<file path="config.mk">
export PLATFORM = sky130hd
export DESIGN_NAME = audio_clock_gen
export DESIGN_NICKNAME = d
export VERILOG_FILES = /design/src/rtl/audio_clock_gen.sv
export SDC_FILE = /design/constraint.sdc
export NUM_CORES = 1
export LEC_CHECK = 0
export BUFFER_PORTS_ARGS = -buffer_cell sky130_fd_sc_hd__buf_2
export CORE_ASPECT_RATIO = 1.5
export CORE_MARGIN = 4
export CORE_UTILIZATION = 40
export CTS_BUF_LIST = sky130_fd_sc_hd__clkbuf_8
export DETAILED_ROUTE_END_ITERATION = 6
export REMOVE_ABC_BUFFERS = 1
export SLEW_MARGIN = 15
export SYNTH_ARGS = -nofsm -noshare
export SYNTH_HDL_FRONTEND = slang
export SYNTH_SLANG_ARGS = --single-unit
</file>
<file path="constraint.sdc">
create_clock -name clock_in -period 2.8 [get_ports clock_in]
set_input_delay 0.28 -clock clock_in [delete_from_list [all_inputs] [get_ports clock_in]]
set_output_delay 0.28 -clock clock_in [all_outputs]
set_load 0.005 [all_outputs]
</file>
<file path="src/rtl/audio_clock_gen.sv">
// ---------------------------------------------------------------------------
// audio_clock_gen
//
// Audio timing generator running in the PLL output clock domain.
// - Supervises PLL lock. The raw LOCK input is synchronised, and the design
//   waits for a settle period of continuous lock.
// - Sequences the downstream reset.
// - Produces BCK, LRCK and frame timing for a PCM5102-class DAC.
// Any integer BCK divider, slot width and even channel count is supported,
// so one design covers stereo I2S and TDM.
//
// Optional feature macro: LOCK_LOSS_CNT_EN
//   When defined, adds lock_loss_cnt, a saturating count of lock losses
//   seen in SETTLE, IDLE or RUN. Only the async reset clears it.
//
// Ports
//   clock_in      in   PLL output clock (sole clock)
//   reset         in   async active-high reset
//   pll_locked    in   raw PLL LOCK (asynchronous)
//   enable        in   request audio timing run (synchronous)
//   rst_out       out  active-high sync reset for downstream audio logic
//   ready         out  lock settled, timing may run
//   bck           out  bit clock level
//   bck_rise_stb  out  1-cycle pulse, first cycle with bck==1
//   bck_fall_stb  out  1-cycle pulse, first cycle with bck==0
//   lrck          out  0 = first half of frame, 1 = second half
//   frame_stb     out  pulse on the falling strobe of the first frame bit
//   slot_idx      out  current channel slot
//   bit_idx       out  current bit, SLOT_BITS-1 down to 0
//   lock_loss_cnt out  (LOCK_LOSS_CNT_EN only) lock loss event count
// ---------------------------------------------------------------------------
module audio_clock_gen #(
    parameter int BCK_DIV     = 83,
    parameter int SLOT_BITS   = 32,
    parameter int CHANNELS    = 2,
    parameter int LOCK_DELAY  = 1024,
    parameter int SYNC_STAGES = 2
) (
    input  logic                        clock_in,
    input  logic                        reset,
    input  logic                        pll_locked,
    input  logic                        enable,
    output logic                        rst_out,
    output logic                        ready,
    output logic                        bck,
    output logic                        bck_rise_stb,
    output logic                        bck_fall_stb,
    output logic                        lrck,
    output logic                        frame_stb,
    output logic [$clog2(CHANNELS)-1:0]  slot_idx,
    output logic [$clog2(SLOT_BITS)-1:0] bit_idx
`ifdef LOCK_LOSS_CNT_EN
    ,
    output logic [15:0]                 lock_loss_cnt
`endif
);

    localparam int CW  = $clog2(BCK_DIV);
    localparam int SLW = $clog2(CHANNELS);
    localparam int BW  = $clog2(SLOT_BITS);
    localparam int LW  = (LOCK_DELAY > 1) ? $clog2(LOCK_DELAY) : 1;

    localparam logic [CW-1:0]  C_LAST    = CW'(BCK_DIV - 1);
    localparam logic [CW-1:0]  C_HALF    = CW'(BCK_DIV / 2);
    localparam logic [BW-1:0]  B_MSB     = BW'(SLOT_BITS - 1);
    localparam logic [SLW-1:0] S_LAST    = SLW'(CHANNELS - 1);
    localparam logic [SLW-1:0] S_HALF    = SLW'(CHANNELS / 2);
    localparam logic [LW-1:0]  LOCK_LAST = LW'(LOCK_DELAY - 1);

    typedef enum logic [1:0] {
        S_WAIT_LOCK = 2'd0,
        S_SETTLE    = 2'd1,
        S_IDLE      = 2'd2,
        S_RUN       = 2'd3
    } state_t;

    logic [SYNC_STAGES-1:0] r_sync;
    logic                   w_lk;

    state_t                 r_state, w_state_n;
    logic [LW-1:0]          r_settle, w_settle_n;
    logic [CW-1:0]          r_c, w_c_n;
    logic [BW-1:0]          r_bit, w_bit_n;
    logic [SLW-1:0]         r_slot, w_slot_n;

    logic                   w_run_n, w_ready_n;
    logic                   w_bck_n, w_rise_n, w_fall_n, w_frame_n, w_lrck_n;

    logic                   r_rst_out, r_ready, r_bck, r_rise, r_fall, r_frame, r_lrck;

    // Lock synchroniser: the last stage is the only lock signal used below.
    always_ff @(posedge clock_in or posedge reset) begin
        if (reset) begin
            r_sync <= '0;
        end else begin
            r_sync <= {r_sync[SYNC_STAGES-2:0], pll_locked};
        end
    end

    assign w_lk = r_sync[SYNC_STAGES-1];

    always_ff @(posedge clock_in or posedge reset) begin
        if (reset) begin
            r_state   <= S_WAIT_LOCK;
            r_settle  <= '0;
            r_c       <= '0;
            r_bit     <= '0;
            r_slot    <= '0;
            r_rst_out <= 1'b1;
            r_ready   <= 1'b0;
            r_bck     <= 1'b0;
            r_rise    <= 1'b0;
            r_fall    <= 1'b0;
            r_frame   <= 1'b0;
            r_lrck    <= 1'b0;
        end else begin
            r_state   <= w_state_n;
            r_settle  <= w_settle_n;
            r_c       <= w_c_n;
            r_bit     <= w_bit_n;
            r_slot    <= w_slot_n;
            r_rst_out <= ~w_ready_n;
            r_ready   <= w_ready_n;
            r_bck     <= w_bck_n;
            r_rise    <= w_rise_n;
            r_fall    <= w_fall_n;
            r_frame   <= w_frame_n;
            r_lrck    <= w_lrck_n;
        end
    end

    // Next state and next counter values. Counters are zero outside RUN.
    // Every registered output is decoded from these next values, so the
    // outputs line up with the counters they describe.
    always_comb begin
        w_state_n  = r_state;
        w_settle_n = '0;
        w_c_n      = '0;
        w_bit_n    = '0;
        w_slot_n   = '0;

        if (!w_lk) begin
            // A lock loss in any state aborts everything, including a frame
            // in progress.
            w_state_n = S_WAIT_LOCK;
        end else begin
            case (r_state)
                S_WAIT_LOCK: begin
                    w_state_n = S_SETTLE;
                end
                S_SETTLE: begin
                    if (r_settle == LOCK_LAST) begin
                        w_state_n = S_IDLE;
                    end else begin
                        w_settle_n = r_settle + 1'b1;
                    end
                end
                S_IDLE: begin
                    if (enable) begin
                        // The first RUN cycle is c=0 on the MSB of slot 0.
                        w_state_n = S_RUN;
                        w_bit_n   = B_MSB;
                    end
                end
                S_RUN: begin
                    w_bit_n  = r_bit;
                    w_slot_n = r_slot;
                    if (r_c != C_LAST) begin
                        w_c_n = r_c + 1'b1;
                    end else if (r_bit != '0) begin
                        w_bit_n = r_bit - 1'b1;
                    end else begin
                        w_bit_n = B_MSB;
                        if (r_slot != S_LAST) begin
                            w_slot_n = r_slot + 1'b1;
                        end else begin
                            w_slot_n = '0;
                            // enable is only sampled at the frame boundary,
                            // so a drop followed by a reassert before this
                            // point cancels the stop.
                            if (!enable) begin
                                w_state_n = S_IDLE;
                                w_bit_n   = '0;
                            end
                        end
                    end
                end
                default: begin
                    w_state_n = S_WAIT_LOCK;
                end
            endcase
        end
    end

    assign w_run_n   = (w_state_n == S_RUN);
    assign w_ready_n = (w_state_n == S_IDLE) || (w_state_n == S_RUN);
    // Odd BCK_DIV gives the high phase the extra cycle.
    assign w_bck_n   = w_run_n && (w_c_n >= C_HALF);
    assign w_rise_n  = w_run_n && (w_c_n == C_HALF);
    assign w_fall_n  = w_run_n && (w_c_n == '0);
    assign w_frame_n = w_fall_n && (w_slot_n == '0) && (w_bit_n == B_MSB);
    assign w_lrck_n  = w_run_n && (w_slot_n >= S_HALF);

    assign rst_out      = r_rst_out;
    assign ready        = r_ready;
    assign bck          = r_bck;
    assign bck_rise_stb = r_rise;
    assign bck_fall_stb = r_fall;
    assign frame_stb    = r_frame;
    assign lrck         = r_lrck;
    assign slot_idx     = r_slot;
    assign bit_idx      = r_bit;

`ifdef LOCK_LOSS_CNT_EN
    logic        w_loss;
    logic [15:0] r_loss_cnt;

    // Entering WAIT_LOCK from WAIT_LOCK itself is not a new loss event.
    assign w_loss = !w_lk && (r_state != S_WAIT_LOCK);

    always_ff @(posedge clock_in or posedge reset) begin
        if (reset) begin
            r_loss_cnt <= '0;
        end else if (w_loss && (r_loss_cnt != 16'hFFFF)) begin
            r_loss_cnt <= r_loss_cnt + 16'd1;
        end
    end

    assign lock_loss_cnt = r_loss_cnt;
`endif

endmodule

</file>
=== Word-level counts from Yosys, hierarchy flattened ===
Cells that the tools add are included.

* Register bits: 34
* Word-level logic and storage cells: 65

* Add/sub/neg operators: 4
* Magnitude comparators: 2
* Equal/unequal tests: 9
* Muxes and demuxes: 25
* Bitwise logic cells: 2
* Reductions and logical operators: 10

{| class="wikitable"
|+ Operators with widths
! cell !! number
|-
| two-way mux 10 bit || 3
|-
| two-way mux 5 bit || 5
|-
| two-way mux 7 bit || 3
|-
| two-way mux 2 bit || 7
|-
| adder 10 x 1 -> 10 bit (second input constant) || 1
|-
| == test 10 bit (second input constant) || 1
|-
| case mux 5 bit (2 select lines) || 1
|-
| == test 2 bit (second input constant) || 4
|-
| case mux 2 bit (4 select lines) || 1
|-
| adder 7 x 1 -> 7 bit (second input constant) || 1
|-
| == test 7 x 6 -> 1 bit (second input constant) || 1
|-
| greater-or-equal comparator 7 x 6 -> 1 bit (second input constant) || 1
|-
| zero test 7 bit || 1
|-
| != test 7 bit (second input constant) || 1
|-
| logical AND 1 bit || 6
|-
| == test 5 bit (second input constant) || 1
|-
| two-way mux 1 bit || 5
|-
| nonzero test 5 bit || 1
|-
| subtractor 5 x 1 -> 5 bit (second input constant) || 1
|-
| == test 2 x 1 -> 1 bit (second input constant) || 1
|-
| zero test 2 bit || 1
|-
| inverter 1 bit || 2
|-
| adder 1 bit (second input constant) || 1
|-
| greater-or-equal comparator 1 bit (second input constant) || 1
|-
| logical OR 1 bit || 1
|}

=== Depth between registers and ports, before layout ===
Gate-level depths: netlist of run 1.

* Word-level depth: 10
* Gate-level depth with buffers: 7
* Depth with buffers taken out: 7

=== Worst setup path after synthesis of run 1 ===
No wires, ideal clock.

* Path type: register -> register
* From: reg r_bit[0], in the netlist bit_idx[0]
* To: reg r_frame, in the netlist frame_stb
* Setup time: 96 ps
* Arrival time: 1833 ps
* Required time: 2704 ps
* Setup slack: 872 ps
* Stages on the path, launching flop included: 8
* Buffers on the path: 0
* Period minus slack after synthesis: 1928 ps
* Path through: dfrtp_1 inv_1 ha_1 or4b_4 o311a_1 nor2_2 o211ai_1 nor4_2

* Longest elaborated chain between the ends: 9
* Elaborated cells between the ends (all ways): 20
* Those cells by class: add/sub (1); eq/ne (2); mux (12); bitwise (1); reduce/logical (4)

{| class="wikitable"
|+ Ends and longest elaborated chain
! item !! line !! text
|-
| start, declared || 83 || <nowiki>logic [BW-1:0] r_bit, w_bit_n;</nowiki>
|-
| start signal, assigned || 120 || <nowiki>r_bit <= w_bit_n;</nowiki>
|-
| parallel branches: the longest is 8 deep, another holds subtractor 5 x 1 -> 5 bit || - ||
|-
| logical AND 1 bit * || 201 || <nowiki>assign w_frame_n = w_fall_n && (w_slot_n == '0) && (w_bit_n == B_MSB);</nowiki>
|-
| named net w_frame_n || 87 || <nowiki>logic w_bck_n, w_rise_n, w_fall_n, w_frame_n, w_lrck_n;</nowiki>
|-
| end signal, assigned || 127 || <nowiki>r_frame <= w_frame_n;</nowiki>
|-
| end, declared || 89 || <nowiki>logic r_rst_out, r_ready, r_bck, r_rise, r_fall, r_frame, r_lrck;</nowiki>
|}

Mark *: on every way through the listed nets, which the timed path passes.

=== Worst setup path in the final report of run 1 ===
Ends and elaborated chain as after synthesis.

==> PnR_summary.wiki, run 1 <==
{| class="wikitable"
! Metric !! Value
|-
| Outcome || finished clean
|-
| Combinational share of power || 0.023
|-
| Count of pins over their slew limit || 0
|-
| Total negative slack for setup checks || 0 ns
|-
| TritonCTS clock tree || done
|-
| Number of antenna violations at the first check in global routing || 0
|-
| Min cycle time layout || 2.13 ns
|-
| GP Congestion || 0.869
|-
| M2 GR Usage || 0.294
|-
| Core box area || 4280 µm²
|-
| Clk pin slew, worst setup/hold paths || roughly 0.070 ns
|-
| Final number of hold-violating endpoints || 0
|-
| Met1 GRT Util || 0.150
|-
| Root Buffer || sky130_fd_sc_hd__clkbuf_8
|-
| FMAX || 0.469 GHz
|-
| Kind of critical path || register to register
|-
| Capture instance of the worst register-to-register path || frame_stb
|-
| Sequential share of power || 0.565
|-
| Buffers from clock root to sink, at most || 2
|-
| Most used DFF post-synth || sky130_fd_sc_hd__dfrtp_1
|-
| Setup violation total in the final timing report || 0
|-
| Number of standard cells after synthesis || 177
|-
| WHS || 0.0993 ns
|-
| Placed insts || 233
|-
| Wire length of the first global-routing pass || 6.53 mm
|-
| Total Routed Length || 3.82 mm
|-
| Remaining design rule violation count || 0
|-
| Total gr overflow || 0
|-
| Final Net Count || about 200
|-
| Post-layout power || around 880 µW
|-
| Number of iterations in the first detailed-routing pass || 5
|-
| Category of the worst setup path launch point || register
|-
| GR Util met3 || 0.0311
|-
| Number of cell rows || 29
|-
| HP Class || primary input to register
|-
| Mean number of vias per cell || 5.75
|-
| Kind of end point of the critical path || register
|-
| Filler cell count || roughly 430
|-
| # H-tree levels || 2
|-
| Antenna violation net count after detailed routing || 0
|-
| Non-filler cells, final || 241
|-
| Highest ir drop seen on vdd || between 0.0002 and 0.0003 V
|-
| Worst path arrival time || 2.33 ns
|-
| Largest net degree at the start of global routing || 24
|-
| CP required || roughly 3 ns
|-
| Highest fanout seen on the critical path || 5
|-
| Layout Area Growth over Synthesis || 9.35%
|-
| # diodes || 0
|-
| DIE HEIGHT || 89.7 µm
|-
| Async set or reset register ratio after synthesis || 1.00
|-
| CTS Buf Count || 5
|-
| Launching point of the worst reg2reg path || bit_idx[0]
|-
| Worst hold path endpoint || r_sync[0]
|-
| Die X || 62.5 µm
|-
| Gate family responsible for the most delay along the worst path || simple AND/OR/NAND/NOR gates
|-
| Synthesized area per cell || 10.1 µm²
|-
| Transition time at the pin with the least slew margin || 0.851 ns
|-
| Largest stage delay, worst path || 0.51 ns
|-
| Slowest cell on the critical path || sky130_fd_sc_hd__or4b_4
|-
| Register bit total from synthesis || 34
|-
| Number of distinct standard cells referenced by the synthesized netlist || 52
|-
| Overall Global Routing Usage || 0.151
|-
| Post-CTS setup-driven buffer insertion count || 0
|-
| I/O pin count || 17
|-
| Total of buffers placed on input and output ports || 16
|-
| Crit-path cells || inv_1, ha_1, or4b_4, and2_2, o311ai_1, o211ai_1, nor4_2
|-
| Warnings from Yosys || 0
|-
| Internal power of the cells || just under 700 µW
|-
| Startpoint of the worst hold path || pll_locked
|-
| Fin crit share || 0.762
|-
| Number of enable flip-flop cells after synthesis || 0
|-
| Vias in the first global route || 1413
|-
| Clock net sink count || 34
|-
| Sequential share of the synthesized area || 0.479
|-
| Sum of buffers and inverters on the critical path || 1
|-
| WL/cell || ~16 µm
|-
| Setup WS post-layout || 0.668 ns
|-
| Synth Cell Area || roughly 1800 µm²
|-
| Depth of the worst hold-timing path || 1
|-
| R2R setup slack || approximately 0.67 ns
|-
| Starting density of the core || 0.416
|-
| GR peak layer || met2
|-
| Share of power burned in the clock network || 0.412
|-
| Die Area || approximately 5600 µm²
|-
| Quantity of hold-fixing buffers added after cts || 0
|-
| Share of layout cells above drive strength 1 || 0.169
|-
| Iter 0 DRT Violations || 64
|-
| Ratio of total power to cell area || 455 nW/µm²
|-
| Clock latency at the later pin of the worst-skew pair || approximately 0.28 ns
|-
| LEAKAGE || 0.000949 µW
|-
| Total of max-cap violations || 0
|-
| HPWL after DPL || 2.89 mm
|-
| Post-Place Setup Slack || between 0.6 and 0.7 ns
|-
| Vias after detailed routing || 1385
|-
| Number of cells on the worst reg-to-reg path || 7
|-
| Switching part of the total || 0.215
|-
| Post-Route Skew || ~0.004 ns
|-
| Net Switching || around 190 µW
|-
| Max-slew headroom || 0.432
|-
| Post-CTS sizing || 0
|-
| RSZ-0062 raised after global routing || no
|}
==> layout by cell type (no fill, tap or decap), drive strengths merged, types with 3 or more instances in the layout <==
| cell | synthesis | final |
|---|---|---|
| nand3 | 8 | 8 |
| nor2 | 29 | 29 |
| inv | 13 | 14 |
| xnor2 | 8 | 8 |
| clkbuf | 4 | 6 |
| nand2 | 10 | 10 |
| a31oi | 3 | 3 |
| and3 | 5 | 5 |
| buf | 3 | 17 |
| o211ai | 3 | 3 |
| nor2b | 3 | 3 |
| xor2 | 8 | 8 |
| ha | 4 | 4 |
| dfrtp | 33 | 33 |
==> power by group through the flow <==
| stage | registers (µW) | clock network [µW] | logic [µW] |
|---|---|---|---|
| 4_1_cts | 500 | 378 | 22.1 |
| 3_3_place_gp | 509 | 0 | 21.0 |
| 3_5_place_dp | 509 | 0 | 22.1 |
| 6_report | 500 | 365 | 20.8 |
| 5_1_grt | 500 | 403 | 24.9 |
| 2_1_floorplan | 507 | 0 | 13.9 |
==> how the worst max path moves through the flow <==
stage	end	from	depth (start not counted)
after detailed placement	frame_stb	bit_idx[0]	7
after CTS	frame_stb	bit_idx[0]	7
after floorplan	frame_stb	bit_idx[0]	7
after global placement	frame_stb	bit_idx[0]	7
final	frame_stb	bit_idx[0]	7
after global routing	frame_stb	bit_idx[0]	7
==> stage by stage <==
step | cell area, µm² | util
CTS | 1950 | 0.454
global placement | 1850 | 0.433
floorplan | 1710 | -
finish | 1950 | 0.454
global route | 1950 | 0.454
detailed placement | 1850 | 0.433
==> kinds of logic (layout without fill, tap and decap cells) <==
| group | count (synthesis) | in the layout | synth area share |
|---|---|---|---|
| mux | 1 | 1 | 0.00563 |
| simple gates | 79 | 79 | 0.246 |
| buf+inv | 20 | 38 | 0.0668 |
| xor+xnor | 16 | 16 | 0.0788 |
| flops | 34 | 34 | 0.479 |
| compound gates | 23 | 23 | 0.0956 |
| fa+ha+maj | 4 | 4 | 0.0281 |
==> metal layers <==
metal | up-vias | share of wire
met5 | - | 0
met4 | 0 | 0.037
met3 | 19 | 0.029
met2 | 38 | 0.54
met1 | 680 | 0.39
li1 | 648 | -
==> synth_stat cells (2+ instances only) <==
master | n | area (µm²)
sky130_fd_sc_hd__nand2b_1 | 2 | 12.5
sky130_fd_sc_hd__and4_1 | 2 | 17.5
sky130_fd_sc_hd__dfrtp_1 | 33 | 826
sky130_fd_sc_hd__xor2_1 | 8 | 70.1
sky130_fd_sc_hd__nor3_1 | 2 | 10.0
sky130_fd_sc_hd__a211oi_1 | 2 | 15.0
sky130_fd_sc_hd__and3_1 | 4 | 25.0
sky130_fd_sc_hd__o211ai_1 | 3 | 22.5
sky130_fd_sc_hd__o21a_1 | 2 | 15.0
sky130_fd_sc_hd__xnor2_1 | 8 | 70.1
sky130_fd_sc_hd__ha_1 | 4 | 50.1
sky130_fd_sc_hd__nand2_1 | 10 | 37.5
sky130_fd_sc_hd__a31oi_1 | 3 | 18.8
sky130_fd_sc_hd__buf_6 | 3 | 33.8
sky130_fd_sc_hd__nor4b_1 | 2 | 17.5
sky130_fd_sc_hd__clkbuf_8 | 2 | 27.5
sky130_fd_sc_hd__nand4_1 | 2 | 12.5
sky130_fd_sc_hd__nand3_1 | 8 | 40.0
sky130_fd_sc_hd__nor2_1 | 28 | 105
sky130_fd_sc_hd__inv_1 | 13 | 48.8
sky130_fd_sc_hd__o21ai_0 | 2 | 10.0
sky130_fd_sc_hd__nor2b_1 | 3 | 18.8
sky130_fd_sc_hd__o31ai_1 | 2 | 15.0
==> registers in the layout, indices dropped and copies added (netlist names) <==
register and cells:
slot_idx 1, bit_idx 5, r_sync 2, r_c 7
bck 1, frame_stb 1, rst_out 1, bck_fall_stb 1
r_settle 10, bck_rise_stb 1, ready 1, r_state 2
lrck 1
==> area by class of cell <==
type | count | area [µm²] | share of cell area
inverter | 13 | 48.8 | 0.0251
timing repair buffer | 17 | 87.6 | 0.0450
tap | 46 | 57.6 | 0.0296
multi-input combinational | 123 | 808 | 0.415
clock buffer | 6 | 82.6 | 0.0424
sequential | 34 | 852 | 0.438
clock inverter | 2 | 8.76 | 0.00450
No activity file was read; power rests on OpenSTA's default activity.
==> inputs of run 2 (changes only) <==
==> constraint.sdc (replaced) <==
create_clock -name clock_in -period 2 [get_ports clock_in]
set_input_delay 0.2 -clock clock_in [delete_from_list [all_inputs] [get_ports clock_in]]
set_output_delay 0.2 -clock clock_in [all_outputs]
set_load 0.005 [all_outputs]
==> run 2 against run 1 <==
Against the previous run: the run now ends with setup timing left; worst setup slack got worse by 0.73 ns; via count decreased by 1.1%; hold slack got worse by 0.098 ns; clock skew is 0.0013 ns higher; first-iteration DRC count grew 23%; sequential power up 40%; wire length rose by 3.9%; sequential cell count unchanged; die area unchanged; critical endpoint unchanged.
==> PnR_summary.wiki, run 2 (synthesized netlist as in run 1, its figures left out) <==
{| class="wikitable"
! Metric !! Value
|-
| Total Routed Length || roughly 4.0 mm
|-
| Iter 0 DRT Violations || a little under 80
|-
| Internal power of the cells || about 930 µW
|-
| Total of buffers placed on input and output ports || 16
|-
| Starting density of the core || 0.416
|-
| Largest stage delay, worst path || slightly above 0.5 ns
|-
| Finished layout cell area || ~2000 µm²
|-
| Vias after detailed routing || 1370
|-
| Outcome || finished with violations
|-
| Die X || 62.5 µm
|-
| Capture instance of the worst register-to-register path || frame_stb
|-
| CTS Buf Count || 5
|-
| Area used by sequential logic in the layout || 852 µm²
|-
| Setup WS post-layout || -0.0613 ns
|-
| Highest fanout seen on the critical path || 5
|-
| Wire length of the first global-routing pass || 6.53 mm
|-
| Launching point of the worst reg2reg path || bit_idx[0]
|-
| Post-placement cell area || 1910 µm²
|-
| WL/cell || 16.1 µm
|-
| Top reg by flops || r_settle
|-
| Setup violation total in the final timing report || 1
|-
| Buffers from clock root to sink, at most || 2
|-
| Slowest cell on the critical path || sky130_fd_sc_hd__or4b_4
|-
| Count of pins over their slew limit || 0
|-
| Post-Route Skew || roughly 0.0053 ns
|-
| Kind of critical path || register to register
|-
| Overall Global Routing Usage || 0.154
|-
| Total of max-cap violations || 0
|-
| Share of layout cells above drive strength 1 || 0.219
|-
| DIE HEIGHT || 89.7 µm
|-
| Final Net Count || 209
|-
| TritonCTS clock tree || done
|-
| I/O pin count || 17
|-
| Min cycle time layout || 2.06 ns
|-
| Core box area || 4280 µm²
|-
| Mean number of vias per cell || 5.55
|-
| Most frequent cells in the layout || sky130_fd_sc_hd__dfrtp_1, sky130_fd_sc_hd__nor2_1, sky130_fd_sc_hd__buf_2, sky130_fd_sc_hd__inv_1, sky130_fd_sc_hd__nand2_1
|-
| Net Switching || 268 µW
|-
| Number of iterations in the first detailed-routing pass || 4
|-
| Final number of hold-violating endpoints || 0
|-
| Failing checks || setup timing
|-
| Largest register FFs || 10
|-
| Fin crit share || 1.03
|-
| Number of cell rows || 29
|-
| Crit-path cells || inv_1, ha_1, or4b_4, o311a_1, nor2_2, o211ai_1, nor4_2
|-
| Worst path arrival time || 2.24 ns
|-
| Number of cells on the worst reg-to-reg path || 7
|-
| Largest net degree at the start of global routing || 35
|-
| Max-slew headroom || 0.643
|-
| Sequential share of power || 0.582
|-
| Clock latency at the later pin of the worst-skew pair || between 0.2 and 0.3 ns
|-
| R2R setup slack || -0.06 ns
|-
| Most common library cell in the layout ignoring fill and taps || sky130_fd_sc_hd__dfrtp_1
|-
| HP Class || primary input to asynchronous set/reset pin
|-
| FMAX || between 0.4 and 0.5 GHz
|-
| # diodes || 0
|-
| Kind of end point of the critical path || register
|-
| RSZ-0062 raised after global routing || yes
|-
| Ratio of total power to cell area || 596 nW/µm²
|-
| HPWL after DPL || 2.89 mm
|-
| Die Area || 5600 µm²
|-
| Category of the worst setup path launch point || register
|-
| Remaining design rule violation count || 0
|-
| Layout Area Growth over Synthesis || 13.4%
|-
| Post-CTS setup-driven buffer insertion count || 0
|-
| Multi-input logic area || 841 µm²
|-
| Share of power burned in the clock network || 0.392
|-
| LEAKAGE || ~0.001 µW
|-
| Combinational share of power || 0.026
|-
| Clock net sink count || 34
|-
| # H-tree levels || 2
|-
| GP Congestion || about 0.90
|-
| Total gr overflow || 0
|-
| CP required || ~2.2 ns
|-
| Antenna violation net count after detailed routing || 0
|-
| Root Buffer || sky130_fd_sc_hd__clkbuf_8
|-
| Highest ir drop seen on vdd || between 0.0004 and 0.0005 V
|-
| Post-layout power || about 1200 µW
|-
| Transition time at the pin with the least slew margin || roughly 0.53 ns
|-
| Number of antenna violations at the first check in global routing || 0
|-
| Clk pin slew, worst setup/hold paths || 0.07 ns
|-
| Filler cell count || between 400 and 500
|-
| Vias in the first global route || 1405
|-
| Switching part of the total || 0.223
|}
[run 2: cell types whose count changed in the layout (fill, tap and decap cells not counted), sizes merged]
cell    before  now
inv         14   13
buf         17   24
clkinv       1    2
clkbuf       6    5
[run 2: worst max-delay path by stage]
| stage | startpoint | end | slack [ns] | depth (start not counted) |
|---|---|---|---|---|
| 2_1_floorplan | bit_idx[0] | frame_stb | 0.07 | 7 |
| 3_3_place_gp | bit_idx[0] | frame_stb | -0.03 | 7 |
| 3_5_place_dp | bit_idx[0] | frame_stb | -0.09 | 7 |
| 4_1_cts | bit_idx[0] | frame_stb | -0.03 | 7 |
| 5_1_grt | bit_idx[0] | frame_stb | -0.12 | 7 |
| 6_report | bit_idx[0] | frame_stb | -0.06 | 7 |
[run 2: cell type report]
| class | count | share of cell area |
|---|---|---|
| clock inverter | 2 | 0.00496 |
| sequential | 34 | 0.422 |
| tap | 46 | 0.0285 |
| inverter | 13 | 0.0242 |
| timing repair buffer | 24 | 0.0694 |
| clock buffer | 5 | 0.0341 |
| multi-input combinational | 123 | 0.417 |
[run 2: worst max-delay path: cells and delay by family (launching register included)]
| kind | cells | cell delay (ns) |
|---|---|---|
| AND/OR/NAND/NOR | 3 | 0.91 |
| AO/OA/AOI/OAI | 2 | 0.44 |
| flip-flops | 1 | 0.38 |
| adder cells (fa/ha/maj) | 1 | 0.16 |
| buffers and inverters | 1 | 0.07 |
[run 2: timing repair]
| action | in CTS | in global routing |
|---|---|---|
| resized for setup | 2 | 4 |
| hold buffers | 0 | 0 |
| setup endpoints to repair | 2 | 5 |
| pin swaps | 1 | 0 |
[run 2: metal layers]
layer,GRT usage,part of all wire,up-vias
met4,0.0944,0.034,0
met3,0.0361,0.032,13
met1,0.157,0.41,668
met5,0,0,-
li1,-,-,659
met2,0.289,0.53,30
[run 2: through the flow]
stage / setup slack, ns / hold WS (ns) / setup TNS, ns / cells / util
final: -0.0613 / 0.00101 / -0.0613 / 247 / 0.471
after global routing: -0.115 / 0.0165 / -0.139 / 247 / 0.471
after CTS: -0.0326 / 0.0152 / -0.0326 / 247 / 0.468
after detailed placement: -0.0894 / 0.316 / -0.0894 / 240 / 0.445
after global placement: -0.0330 / 0.310 / -0.0330 / 240 / 0.445
after floorplan: 0.0716 / 0.231 / 0 / 170 / -
[run 2: power groups by stage]
| stage | Combinational [µW] | Clock [µW] | Sequential [µW] |
|---|---|---|---|
| after floorplan | 19.4 | 0 | 710 |
| after global placement | 29.7 | 0 | 712 |
| after detailed placement | 31.3 | 0 | 712 |
| after CTS | 32.5 | 487 | 700 |
| after global routing | 36.7 | 534 | 700 |
| final | 31.2 | 472 | 700 |
